<file path="src/rtl/rv32i_pkg.sv">
// rtl/rv32i_pkg.sv - shared types and constants for the rv32i fetch slice
package rv32i_pkg;

  localparam int          XLEN             = 32;
  localparam logic [31:0] NOP_INSTR        = 32'h0000_0013;
  localparam logic [31:0] DEFAULT_RESET_PC = 32'h0000_0000;

  typedef struct packed {
    logic [XLEN-1:0] pc;
    logic [XLEN-1:0] instr;
  } fetch_entry_t;

endpackage

</file>
<file path="src/rtl/rv32i_fetch_queue.sv">
// rtl/rv32i_fetch_queue.sv - circular {pc, instr} buffer with push/pop/flush and registered head
module rv32i_fetch_queue
  import rv32i_pkg::*;
#(
  parameter int DEPTH = 2
) (
  input  logic                   clk,
  input  logic                   reset,
  input  logic                   push,
  input  logic                   pop,
  input  logic                   flush,
  input  fetch_entry_t           wdata,
  output logic                   head_valid,
  output fetch_entry_t           head,
  output logic [$clog2(DEPTH):0] count,
  output logic                   full
);

  localparam int PW = $clog2(DEPTH);
  localparam int CW = PW + 1;

  fetch_entry_t    mem [DEPTH];
  logic [PW-1:0]   rd_ptr;
  logic [PW-1:0]   wr_ptr;
  logic [XLEN-1:0] last_pc;
  logic            do_push;
  logic            do_pop;

  assign head_valid = (count != '0);
  assign full       = (count == CW'(DEPTH));
  assign do_pop     = pop && head_valid && !flush;
  assign do_push    = push && !flush && (!full || do_pop);

  // Once empty, the head PC keeps showing the last entry that sat at the head.
  assign head.pc    = head_valid ? mem[rd_ptr].pc    : last_pc;
  assign head.instr = head_valid ? mem[rd_ptr].instr : NOP_INSTR;

  always_ff @(posedge clk or posedge reset) begin
    if (reset) begin
      rd_ptr  <= '0;
      wr_ptr  <= '0;
      count   <= '0;
      last_pc <= '0;
    end else begin
      if (head_valid) begin
        last_pc <= mem[rd_ptr].pc;
      end
      if (flush) begin
        rd_ptr <= '0;
        wr_ptr <= '0;
        count  <= '0;
      end else begin
        if (do_push) wr_ptr <= wr_ptr + 1'b1;
        if (do_pop)  rd_ptr <= rd_ptr + 1'b1;
        case ({do_push, do_pop})
          2'b10:   count <= count + 1'b1;
          2'b01:   count <= count - 1'b1;
          default: count <= count;
        endcase
      end
    end
  end

  always_ff @(posedge clk) begin
    if (do_push) begin
      mem[wr_ptr] <= wdata;
    end
  end

endmodule

</file>
<file path="src/rtl/rv32i_fetch_unit.sv">
// rtl/rv32i_fetch_unit.sv - PC owner and fetch queue front end; optional FETCH_MISALIGN_CHECK_EN traps misaligned redirects
module rv32i_fetch_unit
  import rv32i_pkg::*;
#(
  parameter logic [31:0] RESET_PC = DEFAULT_RESET_PC,
  parameter int          DEPTH    = 2,
  parameter logic [31:0] TRAP_VEC = 32'h0000_0100
) (
  input  logic                   clk,
  input  logic                   reset,
  output logic [31:0]            imem_addr,
  input  logic [31:0]            imem_rdata,
  input  logic                   redirect_valid,
  input  logic [31:0]            redirect_pc,
  output logic                   id_valid,
  input  logic                   id_ready,
  output logic [31:0]            id_instr,
  output logic [31:0]            id_pc,
  output logic [$clog2(DEPTH):0] q_count,
  output logic                   misalign_fault
);

  logic [31:0]  pc;
  logic [31:0]  redirect_target;
  logic         take_trap;
  logic         pop;
  logic         push;
  logic         full;
  fetch_entry_t wentry;
  fetch_entry_t head;

  assign imem_addr = pc;
  assign pop       = id_valid && id_ready;
  assign push      = !redirect_valid && (!full || pop);
  assign wentry    = '{pc: pc, instr: imem_rdata};
  assign id_pc     = head.pc;
  assign id_instr  = head.instr;

`ifdef FETCH_MISALIGN_CHECK_EN
  assign take_trap = redirect_valid && (redirect_pc[1:0] != 2'b00);

  always_ff @(posedge clk or posedge reset) begin
    if (reset) begin
      misalign_fault <= 1'b0;
    end else if (take_trap) begin
      misalign_fault <= 1'b1;
    end
  end
`else
  assign take_trap      = 1'b0;
  assign misalign_fault = 1'b0;
`endif

  assign redirect_target = take_trap ? TRAP_VEC : (redirect_pc & ~32'h3);

  // Redirect outranks fetch progress; a full queue without a pop stalls the PC.
  always_ff @(posedge clk or posedge reset) begin
    if (reset) begin
      pc <= RESET_PC;
    end else if (redirect_valid) begin
      pc <= redirect_target;
    end else if (push) begin
      pc <= pc + 32'd4;
    end
  end

  rv32i_fetch_queue #(
    .DEPTH(DEPTH)
  ) u_queue (
    .clk       (clk),
    .reset     (reset),
    .push      (push),
    .pop       (pop),
    .flush     (redirect_valid),
    .wdata     (wentry),
    .head_valid(id_valid),
    .head      (head),
    .count     (q_count),
    .full      (full)
  );

endmodule

</file>
<file path="config.mk">
export PLATFORM = sky130hd
export DESIGN_NAME = rv32i_fetch_unit
export DESIGN_NICKNAME = d
export VERILOG_FILES = /design/src/rtl/rv32i_pkg.sv /design/src/rtl/rv32i_fetch_queue.sv /design/src/rtl/rv32i_fetch_unit.sv
export SDC_FILE = /design/constraint.sdc
export NUM_CORES = 1
export LEC_CHECK = 0
export ABC_AREA = 1
export BUFFER_PORTS_ARGS = -buffer_cell sky130_fd_sc_hd__buf_4
export CAP_MARGIN = 10
export CELL_PAD_IN_SITES_DETAIL_PLACEMENT = 1
export CELL_PAD_IN_SITES_GLOBAL_PLACEMENT = 1
export CORE_MARGIN = 2
export CORE_UTILIZATION = 35
export DETAILED_ROUTE_END_ITERATION = 12
export PLACE_DENSITY_LB_ADDON = 0.1
export REMOVE_ABC_BUFFERS = 1
export SLEW_MARGIN = 0
export SYNTH_ARGS = -nofsm -noshare
export SYNTH_HDL_FRONTEND = slang
export SYNTH_SLANG_ARGS = --single-unit
</file>
<file path="constraint.sdc">
create_clock -name clk -period 5.65 [get_ports clk]
set_clock_uncertainty 0.15 [all_clocks]
set_input_delay 0.8475 -clock clk [delete_from_list [all_inputs] [get_ports clk]]
set_output_delay 0.8475 -clock clk [all_outputs]
set_load 0.03 [all_outputs]
</file>
# Word level (Yosys, flattened, before mapping)
# Memory sizes are Yosys's and may differ from the RTL's.
# Index checks and enable logic that the tools add are counted.
[classes] muxes=12 addsub=5 n_eq_ne=3 reduce_logical=15
[op_table] cell="two-way mux 32 bit" n=4
[op_table] cell="adder 32 x 3 -> 32 bit, second input constant" n=1
[op_table] cell="nonzero test 2 bit" n=4
[op_table] cell="logical AND 1 bit" n=6
[op_table] cell="two-way mux 1 bit" n=6
[op_table] cell="== test 2 bit, second input constant" n=2
[op_table] cell="case mux 2 bit (2 select lines)" n=1
[op_table] cell="nonzero test 3 bit" n=1
[op_table] cell="adder 1 bit, second input constant" n=2
[op_table] cell="adder 2 x 1 -> 2 bit, second input constant" n=1
[op_table] cell="== test 2 x 1 -> 1 bit, second input constant" n=1
[op_table] cell="zero test 1 bit" n=2
[op_table] cell="logical OR 1 bit" n=2
[op_table] cell="two-way mux 2 bit" n=1
[op_table] cell="subtractor 2 x 1 -> 2 bit, second input constant" n=1
[totals] ramBits=128 reg_bits=68 n_memories=1 wordCells=41 out_inout_bits=100 in_bits=68
[mem_list] name="u_queue.mem" depth=2 width=64 rd=1 rd_clocked_by_memory_dff=0 write_ports=1 line="rv32i_fetch_queue.sv:22" rtl="fetch_entry_t mem [DEPTH];"

# Logic depth before layout (Yosys ltp)
# Gate-level depths: netlist of run 1.
[logic_depth] depth_word=9 ltp_mapped=11 mapped_depth_nobuf=10

# By module
# Synthesis of run 1 repeated with hierarchy kept, for this count alone.
[unflattened] cells_unflattened=789 area_unflattened_um2=8329.2
[by_module_without_submodules] module="rv32i_fetch_queue" area_each_um2=6024.5 cells_per_inst=447 n_inst=1 seq_area_each_um2=4744.6
[by_module_without_submodules] module="rv32i_fetch_unit" area_each_um2=2304.7 cells_per_inst=342 n_inst=1 seq_area_each_um2=750.7

# Worst setup path before layout of run 1
# OpenSTA, ideal clock, no wires.
[synth_timing] path_type="register -> register" start="register u_queue.count[0]" end="memory u_queue.mem[0][0] (netlist bit) (enable)" required_ns=5.017 path_buffers=1 stages_incl_launch_ff=9 period_less_slack_ns=4.642 t_arrival_ns=4.009 path_slack_ns=1.008 setup_ns=0.483 cell_sequence="dfrtp_1 > inv_1 > ha_1 > buf_4 > nor2_8 > nor2_8 > inv_4 > nand2_1 > nor2_1"
[synth_between] elab_chain_cells=8 elab_cells_between_ends=13 cone_classes="1 x eq/ne; 2 x mux; 10 x reduce/logical"
[synth_lines] element="start, declared" line="rv32i_fetch_queue.sv:15" rtl="output logic [$clog2(DEPTH):0] count,"
[synth_lines] element="start signal, assigned" line="rv32i_fetch_queue.sv:56" rtl="2'b10: count <= count + 1'b1;"
[synth_lines] element="start signal, assigned" line="rv32i_fetch_queue.sv:57" rtl="2'b01: count <= count - 1'b1;"
[synth_lines] element="start signal, assigned" line="rv32i_fetch_queue.sv:58" rtl="default: count <= count;"
[synth_lines] element="== test 2 bit / nonzero test 2 bit (equally long branches)" line="rv32i_fetch_queue.sv:30, rv32i_fetch_queue.sv:29"
[synth_lines] element="zero test 1 bit / logical AND 1 bit (equally long branches)" line="rv32i_fetch_queue.sv:32, rv32i_fetch_unit.sv:34, rv32i_fetch_unit.sv:33"
[synth_lines] element="logical OR 1 bit / logical AND 1 bit (equally long branches)" line="rv32i_fetch_unit.sv:34, rv32i_fetch_queue.sv:31"
[synth_lines] element="logical AND 1 bit, on equally long branches" line="rv32i_fetch_unit.sv:34, rv32i_fetch_queue.sv:31"
[synth_lines] element="logical AND 1 bit / logical OR 1 bit (equally long branches)" line="rv32i_fetch_queue.sv:32" rtl="assign do_push = push && !flush && (!full || do_pop);"
[synth_lines] element="logical AND 1 bit *" line="rv32i_fetch_queue.sv:32"
[synth_lines] element="two-way mux 1 bit *" line="rv32i_fetch_queue.sv:65" rtl="if (do_push) begin"
[synth_lines] element="two-way mux 1 bit (implied by the code) *" line="rv32i_fetch_queue.sv:66" rtl="mem[wr_ptr] <= wdata;"
[synth_lines] element="end, declared" line="rv32i_fetch_queue.sv:22"
# Mark *: on every way between the ends. The rest lies on a longest branch, timed or not.

# Worst setup path in the final report of run 1
[layout_timing] start="register u_queue.count[0]" end="output id_instr[26]"
[layout_between] elab_chain_cells=2
[layout_lines] element="nonzero test 2 bit" line="rv32i_fetch_queue.sv:29" rtl="assign head_valid = (count != '0);"
[layout_lines] element="two-way mux 32 bit" line="rv32i_fetch_queue.sv:36" rtl="assign head.instr = head_valid ? mem[rd_ptr].instr : NOP_INSTR;"
[layout_lines] element="end, declared" line="rv32i_fetch_unit.sv:17" rtl="output logic [31:0] id_instr,"
# Every way passes these cells.

==> results.md, run 1 <==
- The number of setup buffers added after CTS is 0.
- Counting every instance in the synthesized netlist gives 792.
- The final layout contains 1018 nets.
- The nature of the critical path endpoint is an output port.
- The mean instance size in the synthesized netlist is 10.21 µm².
- The total power density per cell area is between 500 and 600 nW/µm².
- Data on the critical path arrives at its endpoint at 2.90 ns.
- For this run, the top clock speed supported by timing is 0.2565 GHz.
- For this run, the total global-route usage over all layers was measured as 0.1885.
- The first TritonRoute pass finished after 4 iterations.
- The kind of critical path is reg2out.
- The via-per-instance ratio is 4.835.
- The area fraction in compound gates after synthesis is 0.08558.
- The horizontal die dimension is 156.0 µm.
- The highest fanout seen on the critical path is 60.
- In this run the worst hold path is classified as reg2reg.
- Clock tree synthesis found a total of between 150 and 200 sinks.
- In this run the clock root is driven by a clkbuf_16.
- The number of global-route vias before repair is approximately 6300.
- Summing all flip-flop and latch instances after layout gives 5376 µm².
- In the finished design, the share of the clock period the worst path needs comes to 0.6899.
- The Yosys step of the flow raised 0 warnings.
- The number of port buffers is 162.
- The number of gates resized after CTS was 0.
- The transition time at the pin with the least slew margin is 0.9602 ns.
- approximately 170 I/O pins were placed.
- The final hold violation count was 0.
- The worst-skew pair later-pin latency is 0.43 ns.
- The count of nets left with antenna violations once routing finished came out at 0.
- The clock tree buffer depth is 2.
- The element type at the critical path start is a flip-flop.
- The main combinational cell family by area after synthesis is simple AND/OR/NAND/NOR gates.
- The total negative slack is 0 ns.
- In this run, the number of DRC markers left after iteration 0 of detailed routing was 332.
- The total count of max-transition violations in the final report came to 0.
- The total setup violations reported at the end of the flow is 0.
- TritonCTS created 17 clock buffers.
- The post-synthesis instance area is 8085 µm².
- The initial utilization of the core area, before any placement, comes to 0.3571.
- Of the total synthesized cell area, the portion taken by XOR and XNOR cells is 0.003250.
- The layout-stage area growth over the synthesis result is 25.74%.
- The number of filler cells placed in the layout is 2544.
- Measured along the y axis, the die boundary spans 156.0 µm.
- The total vias in the final route is 6019.
- TritonCTS built the clock tree.
- The clock transition at the register clock pins on the worst setup and hold paths after CTS is roughly 0.080 ns.
- For this block, the routed nets add up to around 22000 µm of wire.
- The total overflow left after global routing is 0.
- Counting flops and latches in the post-synthesis netlist gives 190.
- The pin count of the biggest net entering global routing is 64.
- For the worst setup path, the data required time is 4.65 ns.
- The number of buffers inserted for hold repair after clock tree synthesis is 0.
- Measured against the total synthesized area, the mux share comes to 0.
- The routed wirelength normalized by instance count is 17.72 µm.
- The number of maximum-capacitance constraint violations is 0.
- The number of distinct library cell variants in the gate-level netlist after synthesis is 31.
- The number of antenna diodes in the final layout is 0.
- The H-tree depth is 4.
- The flow ran to the end, and the final reports show no timing, DRC or antenna violations.
- The static leakage is 4.349 nW.
- The largest voltage drop on the vdd net is 0.3195 mV.
- The adder and majority cell fraction of the synthesized area is 0.004643.
- The first global-routing pass estimated 34780 µm of wire.
- The core region area is 22640 µm².
- In the final layout, the multi-input gates occupy between 2000 and 2500 µm².
- The post-synthesis simple-gate area fraction is 0.1927.
- The final total power is around 0.0056 W.
- For this run, the share of the core covered by cells in the final layout is 0.4490.
- The number of antenna violations at the first check in global routing is 0.
- Setup repair after global routing left no endpoint under its margin.
- Once detailed placement completed, the half-perimeter wirelength came to 14260 µm.
- The fraction of the yosys area taken by sequential cells is 0.6648.
- After floorplanning, the core was divided into 55 placement rows.
- The placer's final routability congestion estimate is 0.7377.
- The post-route DRC violation count is 0.
- The area of the die is between 20000 and 25000 µm².
- The worst pin sits at a relative slew slack of 0.3589.
- After layout, the minimum clock period comes to roughly 3.9 ns.
- In the final layout, the share of cells above drive strength 1 is 0.2365.
[cells in the final DEF, fill, tap and decap left out, drive strengths merged]
master	instances
xor2	2
ha	3
inv	67
nor2	136
clkinv	3
nor4	1
o211ai	8
nand3	39
nand4	3
edfxtp	124
xnor2	1
buf	170
bufinv	1
o21ai	49
nand3b	4
or2	1
nor3b	1
dfrtp	66
conb	3
o21bai	4
nand2	182
a31oi	1
a21oi	70
clkinvlp	2
clkbuf	19
[worst max-delay path, stage by stage (launching register included)]
cell,delay [ns]
dfrtp_1,0.39
inv_1,0.08
ha_2,0.35
buf_4,0.29
inv_2,0.14
buf_4,0.56
o21ai_0,0.20
nor2_1,0.18
buf_4,0.18
[power breakdown]
group          internal (W)  total [W]  switching (W)
registers           0.00188    0.00207       0.000193
logic              0.000736    0.00237        0.00163
clock network      0.000620    0.00117       0.000550
total               0.00324    0.00561        0.00237
[through the flow]
step	hold WS, ns	cell area, µm²	instances	worst slack, ns
finish	0.3185	10170	1245	1.752
global route	0.3394	10170	1245	1.499
CTS	0.3244	10170	1245	1.613
detailed placement	0.3059	9604	1213	2.095
global placement	0.2996	9604	1213	2.196
floorplan	0.3742	7928	758	0.6992
[cells in the mapped netlist (all sizes together)]
library cell | number | area share
nor3b | 1 | 0.00093
ha | 3 | 0.0046
a21oi | 70 | 0.043
o21ai | 49 | 0.030
a31oi | 1 | 0.00077
conb | 1 | 0.00046
o211ai | 8 | 0.0074
nor4 | 1 | 0.00077
buf | 12 | 0.0091
or2 | 1 | 0.00077
nand3 | 39 | 0.024
nor2 | 136 | 0.075
nand4 | 3 | 0.0023
o21bai | 4 | 0.0037
edfxtp | 124 | 0.46
nand2 | 182 | 0.085
inv | 60 | 0.028
nand3b | 4 | 0.0037
clkbuf | 24 | 0.011
xor2 | 2 | 0.0022
xnor2 | 1 | 0.0011
dfrtp | 66 | 0.20
[routing by layer]
metal  up-vias  wire [µm]  track usage  share of wire
met5         -          0            0              0
met4         0        240      0.04675          0.011
met3        17        738      0.03194          0.033
met2       119      11010       0.3268           0.50
met1      2943      10080       0.2469           0.46
li1       2940          -            -              -
[layout make-up]
| type | count | share of cell area |
|---|---|---|
| tap | 285 | 0.03508 |
| clock inverter | 13 | 0.01268 |
| multi-input combinational | 508 | 0.2304 |
| inverter | 60 | 0.02240 |
| sequential | 190 | 0.5289 |
| clock buffer | 19 | 0.04258 |
| timing repair buffer | 170 | 0.1280 |
[state kept, by name (all words and copies together), names as in the netlist]
register and flops:
u_queue.rd_ptr 1, u_queue.wr_ptr 1, u_queue.mem 124, u_queue.last_pc 32, u_queue.count 2, imem_addr 30
[cell families (layout without fill, tap and decap cells)]
family                   after synthesis  after routing
other                                  1              3
AND/OR/NAND/NOR                      367            367
XOR/XNOR                               3              3
flip-flops                           190            190
AO/OA/AOI/OAI                        132            132
buffers and inverters                 96            262
adder cells (fa/ha/maj)                3              3
[worst paths after layout]
path	cells past startpoint	from	end	slack [ns]
setup / recovery	8	u_queue.count[0]	id_instr[26]	1.75
hold / removal	2	u_queue.last_pc[0]	u_queue.last_pc[0]	0.32
setup reg to reg	9	u_queue.count[0]	u_queue.mem[0][53]	2.40
hold reg to reg	2	u_queue.last_pc[0]	u_queue.last_pc[0]	0.32
max in group asynchronous	3	reset	imem_addr[24]	3.87
min in group asynchronous	2	reset	u_queue.last_pc[0]	0.50
Power figures use the tool's default switching activity.
==> inputs of run 2 (changes only) <==
==> constraint.sdc (replaced) <==
create_clock -name clk -period 3.89 [get_ports clk]
set_clock_uncertainty 0.15 [all_clocks]
set_input_delay 0.5835 -clock clk [delete_from_list [all_inputs] [get_ports clk]]
set_output_delay 0.5835 -clock clk [all_outputs]
set_load 0.03 [all_outputs]
==> run 2 against run 1 <==
- register-to-register slack worse by 1.2 ns
- wire length shrank 0.43%
- die area unchanged
- global-route usage fell by 0.55 points
==> results.md, run 2 (synthesis gave the netlist of run 1 again) <==
- The run finished with clean final reports.
- The number of diodes added for antenna fixing is 0.
- The clock passes through at most 2 buffers.
- The worst relative slew slack is 0.5007.
- The total setup violations reported at the end of the flow is 0.
- In this run the worst hold path is classified as in2async.
- The row count is 55.
- Measured along the x axis, the die boundary spans 156.0 µm.
- Setup repair after global routing left no endpoint under its margin.
- The commonest non-fill, non-tap cell in the layout is nand2_1.
- The number of flip-flops under the largest register name is 124.
- The number of buffers inserted for hold repair after clock tree synthesis is 0.
- The placer's final routability congestion estimate is roughly 0.76.
- Detailed routing inserted a total of 6014 vias.
- The number of sinks on the clock net is 190.
- Across the VDD grid, the largest voltage drop is about 0.3 mV.
- After clock tree synthesis, the clock-pin slew on the worst setup and hold paths is 0.08 ns.
- By startpoint and endpoint, the worst setup path is classified as reg2out.
- Across the run, the number of max-cap violations was 0.
- Traced cell by cell, the critical path runs through inv_1 -> ha_2 -> buf_4 -> a21oi_1 -> a21oi_1 -> buf_4.
- In the final routed layout, each cell accounts on average for ~18 µm.
- The die covers 24330 µm².
- The detailed-router iteration count before antenna repair is 4.
- The worst register-to-register path ends at imem_addr[29].
- At the worst endpoint, the arrival time is between 2 and 2.5 ns.
- The transition time at the pin with the least slew margin is about 0.75 ns.
- The total negative slack is 0 ns.
- The layout-stage area growth over the synthesis result is 26.00%.
- The H-tree depth is 4.
- The nature of the critical path endpoint is an output port.
- Among all stages on the critical path, the largest delay is contributed by ha_2.
- In the post-route analysis, the smallest setup slack over all paths is roughly 0.83 ns.
- The residual antenna-violating net count after detailed routing is 0.
- The number of global-route vias before repair is 6076.
- After detailed routing, the number of remaining DRC violations is 0.
- The HPWL after detailed placement is between 10000 and 15000 µm.
- Entering global routing, the biggest net connects 64 pins.
- The largest register by flop count is u_queue.mem.
- The largest delay contributor family on the critical path is buffers and inverters.
- Summing all multi-input logic gate instances after layout gives 2342 µm².
- The total power density per cell area is about 800 nW/µm².
- The worst-skew pair later-pin latency is 0.43 ns.
- The total routing resource utilization after global routing is 0.1830.
- The number of clock buffers added by TritonCTS is 17.
- Tracing the worst setup path back leads to its startpoint at u_queue.count[0].
- In this run the worst path has a maximum fanout of 23.
- The core region area is 22640 µm².
- The post-CTS resize count is 0.
- The depth of the worst register-to-register path is 9.
- Counting I/O delays and the setup requirement, the final critical path takes 3.056 ns.
- The post-layout net count is between 1000 and 1500.
- The worst register-to-register path has a setup slack of 1.24 ns.
- The launching point of the worst reg2reg path is u_queue.count[0].
- The largest single stage delay on the critical path is 0.45 ns.
- The number of port buffers is 162.
- The first routing iteration left about 250 violations.
- Registers take 5376 µm².
- The number of antenna violations at the first check in global routing is 0.
- Fill cells in the final layout number 2541.
- In the final layout, the share of cells above drive strength 1 is 0.2380.
- The final hold violation count is 0.
- The buffer count from post-CTS setup fixing is 0.
- The die extent in y is 156.0 µm.
- The library cells used most frequently in the layout, excluding fill and tap cells, are nand2_1 (179), buf_4 (169), edfxtp_1 (124), nor2_1 (120), a21oi_1 (70).
- around 170 I/O pins were placed.
- The final critical-path share of the clock period is 0.7855.
- The required time at the endpoint of the critical path is roughly 3.2 ns.
- For this run the aggregate overflow at the end of global routing stands at 0.
- In the routed layout, each cell is associated on average with a via count of ~4.8.
- The first global-routing pass estimated around 34000 µm of wire.
- In this run the static leakage power is between 4 and 5 nW.
- The total count of max-transition violations in the final report is 0.
- The total wire length is ~22000 µm.
- In this run the clock root is driven by a clkbuf_16.
- The logic depth of the worst path, buffers included is 6.
- STA classifies the critical path startpoint as a flip-flop.
- The TritonCTS clock tree is done.
- The highest clock frequency the design can meet is 0.3272 GHz.
- The buffer and inverter count on the worst path is 3.
- Prior to clock tree synthesis, the placed netlist has a worst setup slack of 1.171 ns.
- For this configuration, the core starts out at a cell density of 0.3571.
-- run 2: cell type report --
cell class | count | area share
tap | 285 | 0.03500
inverter | 60 | 0.02235
sequential | 190 | 0.5278
clock buffer | 18 | 0.04213
timing repair buffer | 172 | 0.1304
multi-input combinational | 508 | 0.2299
clock inverter | 14 | 0.01240
-- run 2: worst register-to-register path, delay by kind of cell (launching register included) --
kind	cells	cell delay [ns]
buf+inv	2	0.74
compound gates	1	0.10
flops	1	0.41
simple gates	5	0.74
fa+ha+maj	1	0.45
-- run 2: worst max-delay path by stage --
stage,to,slack (ns)
floorplan,u_queue.mem[0][0],-1.06
global placement,imem_addr[29],1.20
detailed placement,imem_addr[29],1.17
CTS,id_pc[19],0.78
global route,id_pc[30],0.66
finish,id_pc[9],0.83
-- run 2: routing by layer --
layer | global-route usage | up-vias | routed length [µm]
li1 | - | 2941 | -
met1 | 0.2314 | 2951 | 9854
met2 | 0.3264 | 113 | 11070
met3 | 0.03528 | 9 | 912
met4 | 0.03932 | 0 | 133
met5 | 0 | - | 0
-- run 2: metrics by stage --
stage / util / instances / total power [W] / area, µm² / hold WS, ns
5_1_grt: 0.4500 / 1247 / 0.008602 / 10190 / 0.1229
4_1_cts: 0.4500 / 1247 / 0.008246 / 10190 / 0.09727
2_1_floorplan: - / 758 / 0.005097 / 7928 / 0.3742
3_5_place_dp: 0.4254 / 1215 / 0.006565 / 9632 / 0.3069
6_report: 0.4500 / 1247 / 0.008124 / 10190 / 0.09123
3_3_place_gp: 0.4254 / 1215 / 0.006515 / 9632 / 0.3024
-- run 2: report_power, final --
part           total [W]  internal (W)  switching [W]  leakage (nW)
clock            0.00166      0.000844       0.000818         0.263
sequential       0.00301       0.00273       0.000278          1.92
combinational    0.00345       0.00109        0.00237          2.17
